### src/rtl/vga_vram_pkg.sv
// vga_vram_pkg: frame-buffer geometry defaults and the arbiter state encoding
// shared by the VRAM arbiter and its write FIFO.
package vga_vram_pkg;
    localparam int WIDTH      = 640;
    localparam int HEIGHT     = 480;
    localparam int FB_PIXELS  = WIDTH * HEIGHT;
    localparam int ADDR_W     = 19;
    localparam int DATA_W     = 8;
    localparam int FIFO_DEPTH = 8;

    typedef enum logic [1:0] {
        IDLE  = 2'd0,
        SCAN  = 2'd1,
        DRAIN = 2'd2
    } arbState_t;
endpackage

### src/rtl/vram_wr_fifo.sv
// vram_wr_fifo: synchronous FIFO of {addr,data} write requests with full/empty
// flags; a push and a pop in the same cycle leave the occupancy unchanged.
module vram_wr_fifo #(
    parameter int ADDR_W = 19,
    parameter int DATA_W = 8,
    parameter int DEPTH  = 8
) (
    input  logic              clk25,
    input  logic              reset,
    input  logic              push,
    input  logic [ADDR_W-1:0] pushAddr,
    input  logic [DATA_W-1:0] pushData,
    input  logic              pop,
    output logic [ADDR_W-1:0] popAddr,
    output logic [DATA_W-1:0] popData,
    output logic              full,
    output logic              empty
);
    localparam int PTR_W = $clog2(DEPTH);
    localparam int CNT_W = PTR_W + 1;

    logic [ADDR_W+DATA_W-1:0] mem [DEPTH];
    logic [PTR_W-1:0]         wrIdx;
    logic [PTR_W-1:0]         rdIdx;
    logic [CNT_W-1:0]         count;
    logic                     pushOk;
    logic                     popOk;

    assign full   = (count == CNT_W'(DEPTH));
    assign empty  = (count == '0);
    assign pushOk = push && !full;
    assign popOk  = pop && !empty;
    assign {popAddr, popData} = mem[rdIdx];

    always_ff @(posedge clk25) begin
        if (pushOk) mem[wrIdx] <= {pushAddr, pushData};
    end

    // Pointers wrap naturally because DEPTH is a power of two.
    always_ff @(posedge clk25) begin
        if (reset) begin
            wrIdx <= '0;
            rdIdx <= '0;
            count <= '0;
        end else begin
            if (pushOk) wrIdx <= wrIdx + 1'b1;
            if (popOk)  rdIdx <= rdIdx + 1'b1;
            case ({pushOk, popOk})
                2'b10:   count <= count + 1'b1;
                2'b01:   count <= count - 1'b1;
                default: count <= count;
            endcase
        end
    end
endmodule

### src/rtl/vga_vram_arbiter.sv
// vga_vram_arbiter: scan-out reads own the frame RAM on active cycles; queued writes drain in blanking.
// Defining VGA_VRAM_STATS_EN adds the stall_cnt/drop_cnt statistics outputs.
module vga_vram_arbiter #(
    parameter int WIDTH      = vga_vram_pkg::WIDTH,
    parameter int HEIGHT     = vga_vram_pkg::HEIGHT,
    parameter int DATA_W     = vga_vram_pkg::DATA_W,
    parameter int ADDR_W     = vga_vram_pkg::ADDR_W,
    parameter int FIFO_DEPTH = vga_vram_pkg::FIFO_DEPTH
) (
    input  logic              clk25,
    input  logic              reset,
    input  logic              active,
    input  logic              screenEnd,
    input  logic              wr_valid,
    output logic              wr_ready,
    input  logic [ADDR_W-1:0] wr_addr,
    input  logic [DATA_W-1:0] wr_data,
    output logic [ADDR_W-1:0] mem_addr,
    output logic              mem_we,
    output logic [DATA_W-1:0] mem_wdata,
    input  logic [DATA_W-1:0] mem_rdata,
    output logic [DATA_W-1:0] pix_data,
    output logic              pix_valid
`ifdef VGA_VRAM_STATS_EN
    ,
    output logic [15:0]       stall_cnt,
    output logic [7:0]        drop_cnt
`endif
);
    import vga_vram_pkg::*;

    // state | meaning
    // IDLE  | blanking, no queued write; RAM address held, no write
    // SCAN  | visible pixel; RAM read issued at rdPtr
    // DRAIN | blanking; one queued write issued (dropped if out of range)

    localparam logic [ADDR_W-1:0] fbPixels = ADDR_W'(WIDTH * HEIGHT);

    arbState_t         state;
    logic [ADDR_W-1:0] rdPtr;
    logic              fifoFull;
    logic              fifoEmpty;
    logic              push;
    logic              pop;
    logic [ADDR_W-1:0] popAddr;
    logic [DATA_W-1:0] popData;

    assign wr_ready = !fifoFull && !reset;
    assign push     = wr_valid && wr_ready;
    assign pop      = !active && !fifoEmpty && !reset;

    vram_wr_fifo #(
        .ADDR_W (ADDR_W),
        .DATA_W (DATA_W),
        .DEPTH  (FIFO_DEPTH)
    ) uFifo (
        .clk25    (clk25),
        .reset    (reset),
        .push     (push),
        .pushAddr (wr_addr),
        .pushData (wr_data),
        .pop      (pop),
        .popAddr  (popAddr),
        .popData  (popData),
        .full     (fifoFull),
        .empty    (fifoEmpty)
    );

    always_ff @(posedge clk25) begin
        if (reset) begin
            state     <= IDLE;
            rdPtr     <= '0;
            mem_addr  <= '0;
            mem_we    <= 1'b0;
            mem_wdata <= '0;
            pix_data  <= '0;
            pix_valid <= 1'b0;
        end else begin
            if (screenEnd)   rdPtr <= '0;
            else if (active) rdPtr <= rdPtr + 1'b1;

            if (active) begin
                state    <= SCAN;
                mem_addr <= rdPtr;
                mem_we   <= 1'b0;
            end else if (!fifoEmpty) begin
                state     <= DRAIN;
                mem_addr  <= popAddr;
                mem_wdata <= popData;
                mem_we    <= (popAddr < fbPixels);
            end else begin
                state  <= IDLE;
                mem_we <= 1'b0;
            end

            // A SCAN state marks the cycle the RAM is presenting scan data.
            pix_data  <= mem_rdata;
            pix_valid <= (state == SCAN);
        end
    end

`ifdef VGA_VRAM_STATS_EN
    always_ff @(posedge clk25) begin
        if (reset || screenEnd) begin
            stall_cnt <= '0;
            drop_cnt  <= '0;
        end else begin
            if (wr_valid && !wr_ready && stall_cnt != 16'hFFFF)
                stall_cnt <= stall_cnt + 1'b1;
            if (pop && popAddr >= fbPixels && drop_cnt != 8'hFF)
                drop_cnt <= drop_cnt + 1'b1;
        end
    end
`endif
endmodule
### config.mk
export PLATFORM = sky130hd
export DESIGN_NAME = vga_vram_arbiter
export DESIGN_NICKNAME = d
export VERILOG_FILES = /design/src/rtl/vga_vram_pkg.sv /design/src/rtl/vram_wr_fifo.sv /design/src/rtl/vga_vram_arbiter.sv
export SDC_FILE = /design/constraint.sdc
export NUM_CORES = 1
export LEC_CHECK = 0
export CAP_MARGIN = 20
export CORE_ASPECT_RATIO = 0.75
export CORE_MARGIN = 4
export CORE_UTILIZATION = 25
export DETAILED_ROUTE_END_ITERATION = 8
export HOLD_SLACK_MARGIN = 0.05
export SYNTH_ARGS = -nofsm -noshare
export SYNTH_HDL_FRONTEND = slang
export SYNTH_SLANG_ARGS = --single-unit
export TNS_END_PERCENT = 30
### constraint.sdc
create_clock -name clk25 -period 5.05 [get_ports clk25]
set_input_delay 0.505 -clock clk25 [delete_from_list [all_inputs] [get_ports clk25]]
set_output_delay 0.505 -clock clk25 [all_outputs]
set_load 0.05 [all_outputs]
# ---- Word-level counts from Yosys, hierarchy flattened
# Memories as Yosys holds them, arrays and structs flattened. A register that Yosys moved wholly into a read port is not among the register bits.
# Index checks and enable logic that the tools add are counted.
dict set report classes {
  add_sub_neg 5
  bitwise_logic 2
  eq_ne 5
  n_reduce_logical 16
  magnitude_cmp 1
  n_mux 9
}
# cell n
set ops {}
lappend ops {{2-to-1 mux 19 bit} 2}
lappend ops {{adder 19 x 1 -> 19 bit, second input constant} 1}
lappend ops {{< comparator 19 bit, second input constant} 1}
lappend ops {{case mux 4 bit (2 select lines)} 1}
lappend ops {{adder 3 x 1 -> 3 bit, second input constant} 2}
lappend ops {{logical AND 1 bit} 6}
lappend ops {{2-to-1 mux 3 bit} 2}
lappend ops {{adder 4 x 1 -> 4 bit, second input constant} 1}
lappend ops {{equality test 2 x 1 -> 1 bit, second input constant} 2}
lappend ops {{equality test 4 bit, second input constant} 1}
lappend ops {{logical NOT 1 bit} 4}
lappend ops {{logical NOT 4 bit} 1}
lappend ops {{OR reduction 2 bit} 2}
lappend ops {{subtractor 4 x 1 -> 4 bit, second input constant} 1}
lappend ops {{2-to-1 mux 1 bit} 3}
lappend ops {{OR reduction 3 bit} 1}
lappend ops {{equality test 2 bit, second input constant} 1}
lappend ops {{2-to-1 mux 2 bit} 1}
lappend ops {{inequality test 2 bit, second input constant} 1}
lappend ops {{NOT 1 bit} 2}
lappend ops {{AND reduction 2 bit} 1}
lappend ops {{nonzero test 2 bit} 1}
dict set report word_totals {
  in_bits 40
  ramBits 216
  output_inout_bits 38
  mem_count 1
  ff_bits 68
  elab_cells 50
}
# memory depth word_bits rd rd_ports_with_merged_regs wr line_no
set memory_table {}
lappend memory_table {uFifo.mem 8 27 1 1 1 vram_wr_fifo.sv:22} ;# logic [ADDR_W+DATA_W-1:0] mem [DEPTH];

# ---- Logic depth before layout (Yosys ltp)
dict set report logic_depth {
  depth_word 7
  mapped_depth 11
  depth_no_buf 10
}

# ---- By module
# A second synthesis with hierarchy kept.
dict set report hier_totals {
  hier_cells 651
  hier_area_um2 11409.7
}
# mod area_each_um2 n_inst cells_each seq_area_each_um2
set modules_own_cells {}
lappend modules_own_cells {vram_wr_fifo 9057.4 1 386 6746.5}
lappend modules_own_cells {vga_vram_arbiter 2352.3 1 265 1161.1}

# ---- Worst setup path before layout
# No wires, ideal clock.
dict set report synth_timing {
  path_type {input to register}
  start {in reset}
  end {mem uFifo.mem[0][0] (netlist bit) (enable)}
  path_buffers 1
  path_slack_ns 0.939
  setup_ns 0.445
  t_arrival_ns 3.666
  required_time_ns 4.605
  cell_stages 5
  cell_sequence {clkbuf_1 a21oi_2 nand2_1 or2_2 nor3_1}
}
dict set report synth_between {
  elab_chain_len 6
}
# element line_no
set synth_rtl {}
lappend synth_rtl {{start: declaration} vga_vram_arbiter.sv:11} ;# input logic reset,
lappend synth_rtl {{logical NOT 1 bit} vga_vram_arbiter.sv:48} ;# assign wr_ready = !fifoFull && !reset;
lappend synth_rtl {{logical AND 1 bit} vga_vram_arbiter.sv:48}
lappend synth_rtl {{via wr_ready} vga_vram_arbiter.sv:15} ;# output logic wr_ready,
lappend synth_rtl {{logical AND 1 bit} vga_vram_arbiter.sv:49} ;# assign push = wr_valid && wr_ready;
lappend synth_rtl {{logical AND 1 bit} vram_wr_fifo.sv:31} ;# assign pushOk = push && !full;
lappend synth_rtl {{2-to-1 mux 1 bit} vram_wr_fifo.sv:36} ;# if (pushOk) mem[wrIdx] <= {pushAddr, pushData};
lappend synth_rtl {{2-to-1 mux 1 bit (not written as such)} vram_wr_fifo.sv:36}
lappend synth_rtl {{end: declaration} vram_wr_fifo.sv:22}
# The timed path passes the listed nets, and every way through them passes these cells.

# ---- Worst setup path in the final report
dict set report layout_timing {
  start {reg uFifo.count[0]}
  end {out wr_ready}
}
dict set report layout_between {
  elab_chain_len 3
}
# element line_no
set layout_rtl {}
lappend layout_rtl {{start: declaration} vram_wr_fifo.sv:25} ;# logic [CNT_W-1:0] count;
lappend layout_rtl {{start signal: assignment} vram_wr_fifo.sv:49} ;# 2'b10: count <= count + 1'b1;
lappend layout_rtl {{start signal: assignment} vram_wr_fifo.sv:50} ;# 2'b01: count <= count - 1'b1;
lappend layout_rtl {{start signal: assignment} vram_wr_fifo.sv:51} ;# default: count <= count;
lappend layout_rtl {{equality test 4 bit} vram_wr_fifo.sv:29} ;# assign full = (count == CNT_W'(DEPTH));
lappend layout_rtl {{logical NOT 1 bit} vga_vram_arbiter.sv:48}
lappend layout_rtl {{logical AND 1 bit} vga_vram_arbiter.sv:48}
lappend layout_rtl {{end: declaration} vga_vram_arbiter.sv:15}
# No other way between the ends.

==> flow_metrics.py <==
metrics = {
    "outcome": {
        "status": "complete, no violations",
    },
    "die": {
        "fp.dieH_um": 190,
        "die_w_um": 250,
        "row_count": 66,
        "start_util_pct": 25.3,
        "die_area_um2": 47400,
        "pin_count": 78,
        "core_um2": 43400,
    },
    "setup_path": {
        "crit_arrival_ns": 2.30,
        "crit_chain": "nor3_1 > a21oi_2 > clkdlybuf4s50_1",
        "critPathRequiredTime_ns": 4.55,
        "slowest_stage": "clkdlybuf4s50_1",
        "cpPeakStageDelay_ns": 0.88,
        "r2r-end": "uFifo.count[2]$_SDFFE_PP0P_",
        "startpoint": "uFifo.count[0]$_SDFFE_PP0P_",
        "crit_fanout": 8,
        "r2r_slack_ns": 2.51,
        "r2r_start": "uFifo.count[0]$_SDFFE_PP0P_",
        "start_kind": "register",
        "r2r_cells": 9,
        "crit_path_end_kind": "primary output",
        "crit_path_end": "wr_ready",
        "critPathKind": "register to primary output",
    },
    "global_routing": {
        "grt-ovfl-total": 0,
        "grt_pass1_vias": 5639,
        "grt.total_usage_pct": 9.56,
        "grt_pass1_wl_um": 35400,
        "grt_max_degree": 53,
        "antenna_found_initial": 3,
    },
    "power": {
        "power_density_nw_per_um2": 400,
        "p_leak_nw": 4.07,
        "vdd_drop_max_mv": 0.235,
    },
    "job": {
        "drv_cap": 0,
    },
    "route": {
        "drc": 0,
        "dr_total_vias": 5641,
        "drt_wl_total_um": 23100,
        "dr.pass1.iters": 4,
        "viasPerCell": 4.26,
        "ant_nets": 0,
        "drtIter0Drc": 422,
        "drt-wirelength-per-cell_um": 17.4,
    },
    "clocking": {
        "cts_tree": "built",
        "path_clk_slew_ns": 0.06,
        "clockRootBuffer": "clkbuf_16",
        "insertion_delay_ns": 0.56,
        "h-tree-depth": 1,
        "postCtsResizedCells": 0,
        "clockBufferDepth": 3,
        "cts.sinks": 287,
        "cts_buffers": 29,
        "cts_setup_buffers": 0,
        "hold_buffers": 0,
    },
    "logic_synthesis": {
        "syn_avg_cell_area_um2": 17.2,
        "syn_inst": 637,
        "synthArstFlopShare_pct": 0,
        "syn-cell-area_um2": 11000,
        "synth_fp_nets": 683,
        "synth_seq_area_share_pct": 72.0,
        "synth_flop_cell": "edfxtp_1",
        "yosysWarnings": 0,
        "synth_edf_count": 216,
        "synth_seq_cells": 287,
        "synth_cell_types": 42,
    },
    "worst_hold_path": {
        "hold_path.class": "register to register",
        "hold_depth": 1,
    },
    "timing": {
        "min_period_over_period_pct": 55.5,
        "fmax_ghz": 0.357,
        "skew_ns": 0.0198,
        "hold_viol": 0,
        "fin_tns_setup_ns": 0,
        "grt_setup_unrepaired": "false",
        "worst_slew_margin_rel_pct": 28.6,
        "tightest_slew_ns": 1.07,
        "maxSlewViolCount": 0,
        "setup_viol": 0,
        "finalCriticalPeriod_ns": 2.80,
    },
    "layout": {
        "instances_no_fill": 1323,
        "final_common_cell": "edfxtp_1",
        "final_area_um2": 13300,
        "final_cell_mix": "edfxtp_1, clkdlybuf4s50_1, nor2_1",
        "syn_to_final_growth_pct": 20.8,
        "drive_above_1_share_pct": 17.6,
        "fin_nets": 769,
        "antenna_cells": 0,
        "nFillCells": 4226,
    },
    "placed_design": {
        "place_area_um2": 12400,
        "gp_congestion": 0.700,
        "io_buffers": 77,
        "place_inst": 1269,
        "place_hpwl_um": 13900,
    },
}
per-stage QoR:
stage	setup slack, ns	total power [mW]	hold WS, ns	util, %
2_1_floorplan	0.939	3.18	0.372	-
5_1_grt	2.12	5.54	0.405	30.6
6_report	2.25	5.30	0.397	30.6
3_3_place_gp	2.41	3.35	0.383	28.5
3_5_place_dp	2.37	3.36	0.386	28.5
4_1_cts	2.22	5.37	0.395	30.5
logic make-up (layout without fill, tap and decap cells):
family	after synthesis	after routing	synth area share [%]
buf+inv	35	143	2.08
simple gates	141	141	6.07
flops	287	287	72.0
compound gates	62	62	3.62
xor+xnor	23	23	1.83
mux	83	83	13.7
fa+ha+maj	6	6	0.683
area by class of cell:
| class | count | area (µm²) | area share [%] |
|---|---|---|---|
| inverter | 1 | 3.75 | 0.0283 |
| timing repair buffer | 89 | 871 | 6.56 |
| multi-input combinational | 315 | 2870 | 21.7 |
| clock buffer | 32 | 737 | 5.55 |
| clock inverter | 21 | 145 | 1.09 |
| tap | 578 | 723 | 5.45 |
| sequential | 287 | 7920 | 59.7 |
sequential cells by signal, summed over array words and instances (netlist names), named ones only:
| signal | count |
|---|---|
| uFifo.mem | 216 |
| pix_valid | 1 |
| pix_data | 8 |
| state | 2 |
| mem_wdata | 8 |
| mem_we | 1 |
| mem_addr | 19 |
| uFifo.wrIdx | 3 |
| uFifo.rdIdx | 3 |
| uFifo.count | 4 |
| rdPtr | 19 |
report_power, final:
part,switching [mW],total [mW],internal (mW)
combinational,0.349,0.631,0.281
clock,0.884,1.99,1.11
sequential,0.0809,2.68,2.60
total,1.31,5.30,3.99
worst max-delay path: cells and delay by family (launching register included):
family,cells,cell delay [ns]
compound gates,1,0.24
buf+inv,1,0.88
flops,1,0.51
simple gates,1,0.12
synthesized netlist by cell type (3+ instances only):
library cell,number,share of area [%]
a211oi_1,23,1.6
buf_2,11,0.50
clkbuf_1,8,0.27
o21a_1,3,0.20
o21ai_0,4,0.18
buf_4,6,0.41
mux2i_1,28,2.6
nand4_1,5,0.28
xnor2_1,6,0.48
nand2_1,18,0.61
nor3_1,7,0.32
or2_2,3,0.17
xor2_1,17,1.4
ha_1,6,0.68
mux4_2,54,11
nor2b_1,9,0.51
nor2_1,76,2.6
nand3_1,6,0.27
a21oi_1,25,1.1
dfxtp_1,71,13
buf_6,6,0.61
and4_1,4,0.32
edfxtp_1,216,59
worst min-delay path by stage:
stage                             start              endpoint  slack [ns]
floorplan           state[1]$_SDFF_PP0_  pix_valid$_SDFF_PP0_        0.37
global placement    state[1]$_SDFF_PP0_  pix_valid$_SDFF_PP0_        0.38
detailed placement  state[1]$_SDFF_PP0_  pix_valid$_SDFF_PP0_        0.39
CTS                 state[1]$_SDFF_PP0_  pix_valid$_SDFF_PP0_        0.40
global route        state[1]$_SDFF_PP0_  pix_valid$_SDFF_PP0_        0.41
finish              state[1]$_SDFF_PP0_  pix_valid$_SDFF_PP0_        0.40
per-layer routing:
layer | part of all wire, % | vias up | global-route usage [%]
met3 | 7.6 | 32 | 3.12
met4 | 1.6 | 6 | 1.83
met2 | 42 | 138 | 13.8
li1 | - | 2650 | -
met5 | 0.15 | - | 0
met1 | 48 | 2815 | 14.2
Power figures use the tool's default switching activity.
